===== src/rtl/srl_q1_pkg.sv =====
// Shared types for the srl_q1 latch model: input decode of an active-low SR pair.
package srl_q1_pkg;

   typedef enum logic [1:0] {
      SRL_HOLD   = 2'd0,
      SRL_SET    = 2'd1,
      SRL_RESET  = 2'd2,
      SRL_FORBID = 2'd3
   } srl_op_e;

   function automatic srl_op_e srl_decode(input logic set_n, input logic reset_n);
      srl_op_e op;
      unique case ({set_n, reset_n})
         2'b11:   op = SRL_HOLD;
         2'b01:   op = SRL_SET;
         2'b10:   op = SRL_RESET;
         default: op = SRL_FORBID;
      endcase
      return op;
   endfunction

endpackage


===== src/rtl/srl_q1_core.sv =====
// One clocked NAND SR latch with registered q/qb, forbidden flag and race-exit pulse.
module srl_q1_core
   import srl_q1_pkg::*;
#(
   parameter logic RESET_Q = 1'b1,
   parameter logic RACE_Q  = 1'b0
) (
   input  logic clk_i,
   input  logic rst_i,
   input  logic set_n_i,
   input  logic reset_n_i,
   output logic q_o,
   output logic qb_o,
   output logic inv_o,
   output logic race_o
);

   srl_op_e op;
   logic    q_q, q_d;
   logic    qb_q, qb_d;
   logic    inv_q, inv_d;
   logic    race_q, race_d;

   always_comb begin
      op     = srl_decode(set_n_i, reset_n_i);
      q_d    = q_q;
      qb_d   = qb_q;
      inv_d  = 1'b0;
      race_d = 1'b0;
      unique case (op)
         SRL_HOLD: begin
            // inv_q marks that the previous inputs were forbidden, so this hold is a race exit
            if (inv_q) begin
               q_d    = RACE_Q;
               qb_d   = ~RACE_Q;
               race_d = 1'b1;
            end
         end
         SRL_SET: begin
            q_d  = 1'b1;
            qb_d = 1'b0;
         end
         SRL_RESET: begin
            q_d  = 1'b0;
            qb_d = 1'b1;
         end
         SRL_FORBID: begin
            q_d   = 1'b1;
            qb_d  = 1'b1;
            inv_d = 1'b1;
         end
      endcase
   end

   always_ff @(posedge clk_i) begin
      if (rst_i) begin
         q_q    <= RESET_Q;
         qb_q   <= ~RESET_Q;
         inv_q  <= 1'b0;
         race_q <= 1'b0;
      end else begin
         q_q    <= q_d;
         qb_q   <= qb_d;
         inv_q  <= inv_d;
         race_q <= race_d;
      end
   end

   assign q_o    = q_q;
   assign qb_o   = qb_q;
   assign inv_o  = inv_q;
   assign race_o = race_q;

endmodule


===== src/rtl/srl_q1.sv =====
// Two independent clocked NAND SR latches (2-input A, 3-input B).
// Optional sticky forbidden-state flag enabled by SRL_Q1_STICKY_ERR_EN.
module srl_q1
   import srl_q1_pkg::*;
#(
   parameter logic RESET_Q = 1'b1,
   parameter logic RACE_Q  = 1'b0
) (
   input  logic clk,
   input  logic rst,
   input  logic s_n,
   input  logic r_n,
   input  logic s1_n,
   input  logic r1_n,
   input  logic s2_n,
   input  logic r2_n,
   output logic q2,
   output logic qb2,
   output logic q3,
   output logic qb3,
   output logic inv2,
   output logic inv3,
   output logic race2,
   output logic race3,
   output logic err_sticky
);

   logic b_set_n;
   logic b_reset_n;

   // A 3-input NAND latch asserts when any of its active-low inputs is low
   assign b_set_n   = s1_n & s2_n;
   assign b_reset_n = r1_n & r2_n;

   srl_q1_core #(
      .RESET_Q (RESET_Q),
      .RACE_Q  (RACE_Q)
   ) u_latch_a (
      .clk_i     (clk),
      .rst_i     (rst),
      .set_n_i   (s_n),
      .reset_n_i (r_n),
      .q_o       (q2),
      .qb_o      (qb2),
      .inv_o     (inv2),
      .race_o    (race2)
   );

   srl_q1_core #(
      .RESET_Q (RESET_Q),
      .RACE_Q  (RACE_Q)
   ) u_latch_b (
      .clk_i     (clk),
      .rst_i     (rst),
      .set_n_i   (b_set_n),
      .reset_n_i (b_reset_n),
      .q_o       (q3),
      .qb_o      (qb3),
      .inv_o     (inv3),
      .race_o    (race3)
   );

`ifdef SRL_Q1_STICKY_ERR_EN
   logic err_q, err_d;

   assign err_d = err_q | inv2 | inv3;

   always_ff @(posedge clk) begin
      if (rst) begin
         err_q <= 1'b0;
      end else begin
         err_q <= err_d;
      end
   end

   assign err_sticky = err_q;
`else
   assign err_sticky = 1'b0;
`endif

endmodule


===== config.mk =====
export PLATFORM = sky130hd
export DESIGN_NAME = srl_q1
export DESIGN_NICKNAME = d
export VERILOG_FILES = /design/src/rtl/srl_q1_pkg.sv /design/src/rtl/srl_q1_core.sv /design/src/rtl/srl_q1.sv
export SDC_FILE = /design/constraint.sdc
export NUM_CORES = 1
export LEC_CHECK = 0
export CAP_MARGIN = 20
export CORE_AREA = 2 2 39 41
export DETAILED_ROUTE_END_ITERATION = 7
export DIE_AREA = 0 0 41 43
export DONT_BUFFER_PORTS = 1
export HOLD_SLACK_MARGIN = 0.12
export SYNTH_ARGS = -nofsm -noshare
export SYNTH_HDL_FRONTEND = slang
export SYNTH_HIERARCHICAL = 1
export SYNTH_SLANG_ARGS = --single-unit

===== constraint.sdc =====
create_clock -name clk -period 0.8 [get_ports clk]
set_clock_uncertainty 0.05 [all_clocks]
set_input_delay 0.08 -clock clk [delete_from_list [all_inputs] [get_ports clk]]
set_output_delay 0.08 -clock clk [all_outputs]
set_load 0.01 [all_outputs]

# --- Word level (Yosys, flattened, before mapping) ---
# Index checks and enable logic that the tools add are counted.
word_totals:
  in_bits: 8
  word_cells: 48
  reg_bits: 8
classes:
  eq_ne: 14
  muxes: 14
  n_bitwise: 4
  reduce_logical: 8
ops:
  columns: ["op", "count"]
  rows:
  - ["$eq A2 B2 Y1 const B", 8]
  - ["$pmux W1 S3", 4]
  - ["$pmux W2 S3", 2]
  - ["$reduce_or A2 Y1", 6]
  - ["$eq A2 B1 Y1 const B", 4]
  - ["$mux W1", 8]
  - ["$logic_not A2 Y1", 2]
  - ["$ne A2 B1 Y1 const B", 2]
  - ["$and A1 B1 Y1", 2]
  - ["$not A1 Y1", 2]

# --- Longest topological paths before layout ---
# Gate-level depths: netlist of the first run.
logic_depth:
  word_depth: 6
  ltp_mapped: 3
  mapped_depth_nobuf: 3

# --- Cells and area by module ---
# The synthesis of the first run kept the hierarchy.
modules_own_cells:
  columns: ["module", "cells_each", "seq_area_each_um2", "area_each_um2", "n_inst"]
  rows:
  - ["srl_q1_core", 11, 80.1, 116.4, 2]
  - ["srl_q1", 4, 0.0, 23.8, 1]

# --- Worst setup path before layout of the first run ---
# Ideal clock, no wire load.
synth_timing:
  kind: "reg2reg"
  from: "register u_latch_b.inv_q (netlist: u_latch_b/inv_o)"
  to: "register u_latch_b.qb_q (netlist: u_latch_b/qb_o)"
  setup_slack_ns: 0.093
  arrival_ns: 0.538
  path_buffers: 0
  required_ns: 0.630
  stages_incl_launch_ff: 3
  path_cell_list: "dfxtp_1 o21ai_0 a21oi_1"
synth_between:
  elab_chain_len: 1
synth_lines:
  columns: ["element", "line", "source"]
  rows:
  - ["from (decl)", "srl_q1_core.sv:21", "logic inv_q, inv_d;"]
  - ["from (signal assigned)", "srl_q1_core.sv:64", "inv_q <= inv_d;"]
  - ["$ne A2 B1 Y1 (no line)", null, null]
  - ["to (signal assigned)", "srl_q1_core.sv:58", "qb_q <= ~RESET_Q;"]
  - ["to (signal assigned)", "srl_q1_core.sv:63", "qb_q <= qb_d;"]
  - ["to (decl)", "srl_q1_core.sv:20", "logic qb_q, qb_d;"]
# No other way between the ends.
# A chain may end at the register's enable or synchronous reset.

# --- Worst setup path in the final report of the first run ---
layout_timing:
  from: "register u_latch_b.inv_q (netlist: u_latch_b/inv_o)"
  to: "output inv3"
layout_lines:
  columns: ["element", "line", "source"]
  rows:
  - ["to (decl)", "srl_q1.sv:22", "output logic inv3,"]
# No word-level cell between the ends.

==> flow_metrics.py, run 1 <==
metrics = {
    "outcome": {
        "status": "complete, but fails checks",
        "violations": "hold timing, setup timing",
    },
    "critical_path": {
        "reg2reg_to": "u_latch_b/q_o$_SDFFE_PP1P_",
        "crit_end": "inv3",
        "reg2reg_from": "u_latch_b/inv_o$_SDFF_PP0_",
        "cp_slowest_cell": "dfxtp_2",
        "path_cells": "buf_6",
        "crit_fanout": 3,
        "crit_type": "flip-flop to output pin",
        "cp_top_family": "flip-flops",
        "critPathBufInv": 1,
        "cp-start-kind": "flip-flop",
        "crit_path_end_kind": "output pin",
        "crit_arrival_ns": 0.69,
        "crit_required_ns": 0.67,
        "path_depth": 1,
        "cpPeakStageDelay_ns": 0.34,
        "r2r_cells": 2,
        "startpoint": "u_latch_b/inv_o$_SDFF_PP0_",
        "rrSetupSlack_ns": 0.04,
    },
    "synthesis": {
        "synth_ff_type": "dfxtp_1",
        "synth_area_um2": 256,
        "ys_ff_latch": 8,
        "yosysWarnings": 6,
        "ys_types": 10,
        "synth_edf_count": 0,
        "synthTopCellsByArea": "dfxtp_1, o21ai_0, and2_1, and3_1, nor2b_1",
        "yosysMostFrequentCell": "dfxtp_1",
        "synth_top_area_frac": 0.624,
        "seq_area_frac_synth": 0.624,
        "syn_inst": 26,
        "async_reset_ff_frac": 0,
        "synth_top_area_cell": "dfxtp_1",
        "netlist_top_cells_count": "dfxtp_1, o21ai_0",
        "synth_fp_nets": 34,
        "syn_avg_cell_area_um2": 9.87,
    },
    "global_routing": {
        "grt_pass1_vias": 228,
        "gr-total-overflow": 0,
        "grt_max_degree": 7,
        "grt_pass1_wl_um": 897,
        "track_usage": 0.0854,
        "antenna_found_initial": 0,
    },
    "timing": {
        "setup_viol": 6,
        "rsz0062_at_grt": "true",
        "timing.hold.ws_ns": -0.165,
        "fin_ws_ns": -0.0220,
        "fmax_mhz": 1220,
        "min_period_ns": 0.822,
        "period_share": 1.03,
        "fin_tns_setup_ns": -0.0817,
        "hold_violations": 5,
        "maxSlewViolCount": 0,
    },
    "die": {
        "io_pins": 17,
        "initial_utilization": 0.185,
        "dieArea_mm2": 0.00176,
        "dieWidth_um": 41,
        "num_rows": 14,
        "die_h_um": 43,
        "core_mm2": 0.00138,
    },
    "clock_network": {
        "clk_pin_slew_worst_paths_ns": 0.06,
        "cts_buffers": 3,
        "hold_buffers": 3,
        "cts_sinks": 8,
        "cts_tree": "built",
        "htree_levels": 1,
        "cts_root_buf": "clkbuf_4",
        "insertion_delay_ns": 0.24,
        "clockBufferDepth": 2,
    },
    "placement": {
        "dp.cells": 47,
        "place.gp.congestion": 0.668,
        "placed_cell_area_um2": 314,
        "port_buffers": 0,
    },
    "hold_path": {
        "hold_class": "primary input to flip-flop",
        "whs_path_depth": 1,
    },
    "final_layout": {
        "layout-drive-gt1-share": 0.432,
        "nets": 47,
        "antenna_cells": 0,
        "instances_no_fill": 53,
        "final_area_um2": 394,
        "syn_to_final_growth_pct": 53.7,
        "fillers": 153,
    },
    "power_and_ir_drop": {
        "clockPowerShare": 0.369,
        "switching_share": 0.218,
        "ir_worst_vdd_v": 0.000753,
        "cellLeakagePower_nw": 0.170,
        "comb_power_share": 0.104,
        "p_sw_mw": 0.180,
        "pwr_density_cell_mw_per_mm2": 2090,
        "pwr-share-seq": 0.527,
        "p_int_mw": 0.645,
    },
    "flow_run": {
        "maxCapViolCount": 0,
    },
    "routing": {
        "wl_um": 578,
        "wl_per_cell_um": 10.9,
        "drt_iter0_drc": 4,
        "antenna_left": 0,
        "first_pass_iters": 2,
        "drc_errors": 0,
        "vias": 213,
        "via_per_inst": 4.02,
    },
}
sequential cells by signal, indices dropped and copies added, names as in the netlist:
name	cells
u_latch_b/q_o	1
u_latch_a/race_o	1
u_latch_a/qb_o	1
u_latch_b/inv_o	1
u_latch_a/q_o	1
u_latch_a/inv_o	1
u_latch_b/qb_o	1
u_latch_b/race_o	1
layer usage:
metal	GRT usage	up-vias	wire (um)
met4	0.0800	0	0
met5	0	-	0
met1	0.0613	98	231
met2	0.134	7	306
li1	-	108	-
met3	0.0576	0	40
final cells by class:
| cell class | instances | area (um2) | area share |
|---|---|---|---|
| clock buffer | 3 | 22.5 | 0.0571 |
| tap | 16 | 20.0 | 0.0508 |
| sequential | 8 | 168 | 0.425 |
| timing repair buffer | 9 | 95.1 | 0.241 |
| multi-input combinational | 17 | 88.8 | 0.225 |
placed cells by master (no fill, tap or decap):
master         Yosys  routed
buf_6              0       6
dfxtp_2            0       6
o21ai_0            4       4
clkbuf_4           0       3
and2_1             2       2
a21oi_1            2       2
nor3_1             2       2
nor2b_1            2       2
and3_1             2       2
nand2_1            2       2
dlygate4sd3_1      0       2
dfxtp_1            8       2
conb_1             1       1
buf_4              1       1
how the worst min path moves through the flow:
stage	startpoint	to	slack, ns
after global routing	rst	u_latch_b/qb_o$_SDFFE_PP0P_	-0.18
after global placement	rst	u_latch_a/inv_o$_SDFF_PP0_	0.10
after floorplan	rst	u_latch_a/qb_o$_SDFFE_PP0P_	0.1
after detailed placement	rst	u_latch_a/qb_o$_SDFFE_PP0P_	0.10
after CTS	rst	u_latch_a/qb_o$_SDFFE_PP0P_	-0.17
final	rst	u_latch_b/qb_o$_SDFFE_PP0P_	-0.16
power by group through the flow:
stage	clock network [mW]	logic (mW)	registers (mW)
floorplan	0	0.0271	0.444
global placement	0	0.0602	0.436
detailed placement	0	0.0618	0.437
CTS	0.309	0.0892	0.435
global route	0.338	0.0925	0.437
finish	0.304	0.0859	0.435
stage by stage:
| stage | util | hold WS, ns | setup WS (ns) | power [mW] |
|---|---|---|---|---|
| after floorplan | - | 0.0991 | 0.0926 | 0.471 |
| after global placement | 0.227 | 0.102 | 0.0953 | 0.497 |
| final | 0.285 | -0.165 | -0.0220 | 0.825 |
| after CTS | 0.292 | -0.167 | -0.0300 | 0.833 |
| after global routing | 0.285 | -0.180 | -0.0624 | 0.868 |
| after detailed placement | 0.227 | 0.102 | 0.0691 | 0.498 |
what timing repair did:
action | in CTS | in global routing
resized for setup | 12 | 0
setup buffers | 1 | 0
hold endpoints to repair | 8 | 7
endpoints found under the setup margin | 6 | 8
cells by family (layout without fill, tap and decap cells):
logic type             after synthesis  after routing  synth area share
AND/OR/NAND/NOR                     10             10             0.215
flip-flops                           8              8             0.624
AO/OA/AOI/OAI                        6              6             0.117
other                                1              1            0.0146
buffers and inverters                1             12            0.0293
Note: power is estimated with default switching activity, not from simulation.
==> run 2: changes to the inputs <==
- CAP_MARGIN: 20 -> unset
- REMOVE_ABC_BUFFERS: unset -> 1
==> flow_metrics.py, run 2 (synthesized netlist as in run 1, its figures left out) <==
metrics = {
    "routing": {
        "drt_iter0_drc": 0,
        "drc_errors": 0,
        "via_per_inst": 4.00,
        "wl_per_cell_um": 9.89,
        "first_pass_iters": 1,
        "antenna_left": 0,
        "wl_um": 524,
        "vias": 212,
    },
    "global_routing": {
        "grt_max_degree": 7,
        "grt_pass1_wl_um": 738,
        "track_usage": 0.0673,
        "grt_use_met1": 0.0710,
        "grt_pass1_vias": 194,
        "grt_use_met2": 0.0875,
        "antenna_found_initial": 0,
        "gr-total-overflow": 0,
        "grt_busiest_layer": "met2",
        "use_met3": 0.0419,
    },
    "critical_path": {
        "reg2reg_to": "u_latch_a/qb_o$_SDFFE_PP0P_",
        "cp-start-kind": "flip-flop",
        "reg2reg_from": "u_latch_a/inv_o$_SDFF_PP0_",
        "path_depth": 1,
        "crit_path_end_kind": "output pin",
        "path_cells": "buf_6",
        "crit_fanout": 4,
        "crit_arrival_ns": 0.70,
        "cpPeakStageDelay_ns": 0.35,
        "rrSetupSlack_ns": 0.07,
        "critPathBufInv": 1,
        "r2r_cells": 2,
        "crit_type": "flip-flop to output pin",
        "cp_slowest_cell": "dfxtp_2",
        "cp_top_family": "flip-flops",
        "crit_required_ns": 0.67,
    },
    "power_and_ir_drop": {
        "pwr_density_cell_mw_per_mm2": 2100,
        "cellLeakagePower_nw": 0.170,
        "ir_worst_vdd_v": 0.000580,
    },
    "timing": {
        "fmax_mhz": 1200,
        "timing.hold.ws_ns": -0.167,
        "hold_violations": 5,
        "fin_ws_ns": -0.0309,
        "rsz0062_at_grt": "true",
        "fin_tns_setup_ns": -0.0940,
        "min_period_ns": 0.831,
        "period_share": 1.04,
        "maxSlewViolCount": 0,
        "setup_viol": 6,
    },
    "die": {
        "core_mm2": 0.00138,
        "num_rows": 14,
        "io_pins": 17,
        "die_h_um": 43,
        "dieArea_mm2": 0.00176,
        "dieWidth_um": 41,
        "initial_utilization": 0.185,
    },
    "clock_network": {
        "cts_tree": "built",
        "insertion_delay_ns": 0.25,
        "cts_root_buf": "clkbuf_4",
        "hold_buffers": 3,
        "cts_buffers": 3,
        "htree_levels": 1,
        "clk_pin_slew_worst_paths_ns": 0.06,
        "clockBufferDepth": 2,
        "cts_sinks": 8,
    },
    "hold_path": {
        "whs_path_depth": 1,
        "hp-start": "rst",
        "hold_class": "primary input to flip-flop",
        "hold_path_end": "u_latch_b/qb_o$_SDFFE_PP0P_",
    },
    "final_layout": {
        "syn_to_final_growth_pct": 53.7,
        "antenna_cells": 0,
        "instances_no_fill": 53,
        "nets": 47,
        "layout_common_cells": "buf_6, dfxtp_2, o21ai_0",
        "layout-drive-gt1-share": 0.432,
        "final_area_um2": 394,
    },
    "outcome": {
        "violations": "hold timing, setup timing",
        "status": "complete, but fails checks",
    },
    "placement": {
        "place_ws_ns": 0.0944,
        "dp.cells": 47,
        "port_buffers": 0,
        "placed_cell_area_um2": 314,
        "place.gp.congestion": 0.650,
    },
    "flow_run": {
        "maxCapViolCount": 0,
    },
}
-- run 2: worst max path at each step --
stage	startpoint	to	slack [ns]
after floorplan	u_latch_b/inv_o$_SDFF_PP0_	u_latch_b/qb_o$_SDFFE_PP0P_	0.09
after global placement	u_latch_b/inv_o$_SDFF_PP0_	u_latch_b/qb_o$_SDFFE_PP0P_	0.09
after detailed placement	s1_n	u_latch_b/race_o$_SDFF_PP0_	0.09
after CTS	u_latch_b/inv_o$_SDFF_PP0_	inv3	-0.04
after global routing	u_latch_b/inv_o$_SDFF_PP0_	inv3	-0.06
final	u_latch_b/inv_o$_SDFF_PP0_	inv3	-0.03
-- run 2: metrics by stage --
stage	util	power [mW]
CTS	0.292	0.841
finish	0.285	0.827
floorplan	-	0.467
global route	0.285	0.857
global placement	0.227	0.496
detailed placement	0.227	0.498
-- run 2: area by class of cell --
| cell class | instances | area (um2) |
|---|---|---|
| multi-input combinational | 17 | 88.8 |
| sequential | 8 | 168 |
| clock buffer | 3 | 22.5 |
| fill | 148 | 990 |
| timing repair buffer | 9 | 95.1 |
| tap | 16 | 20.0 |
-- run 2: report_power, final --
part | switching (mW) | internal, mW | leakage [nW]
clock network | 0.138 | 0.172 | 0.0138
logic | 0.0307 | 0.0516 | 0.0896
registers | 0.0134 | 0.421 | 0.0662
-- run 2: metal layers --
metal	wire length, um	up-vias
met5	0	-
met3	65	0
li1	-	109
met1	204	94
met2	254	9
met4	0	0
-- run 2: repair_timing --
action	4_1_cts	5_1_grt
endpoints found under the setup margin	6	7
resized for setup	12	0
endpoints found under the hold margin	8	7
setup buffers	1	0
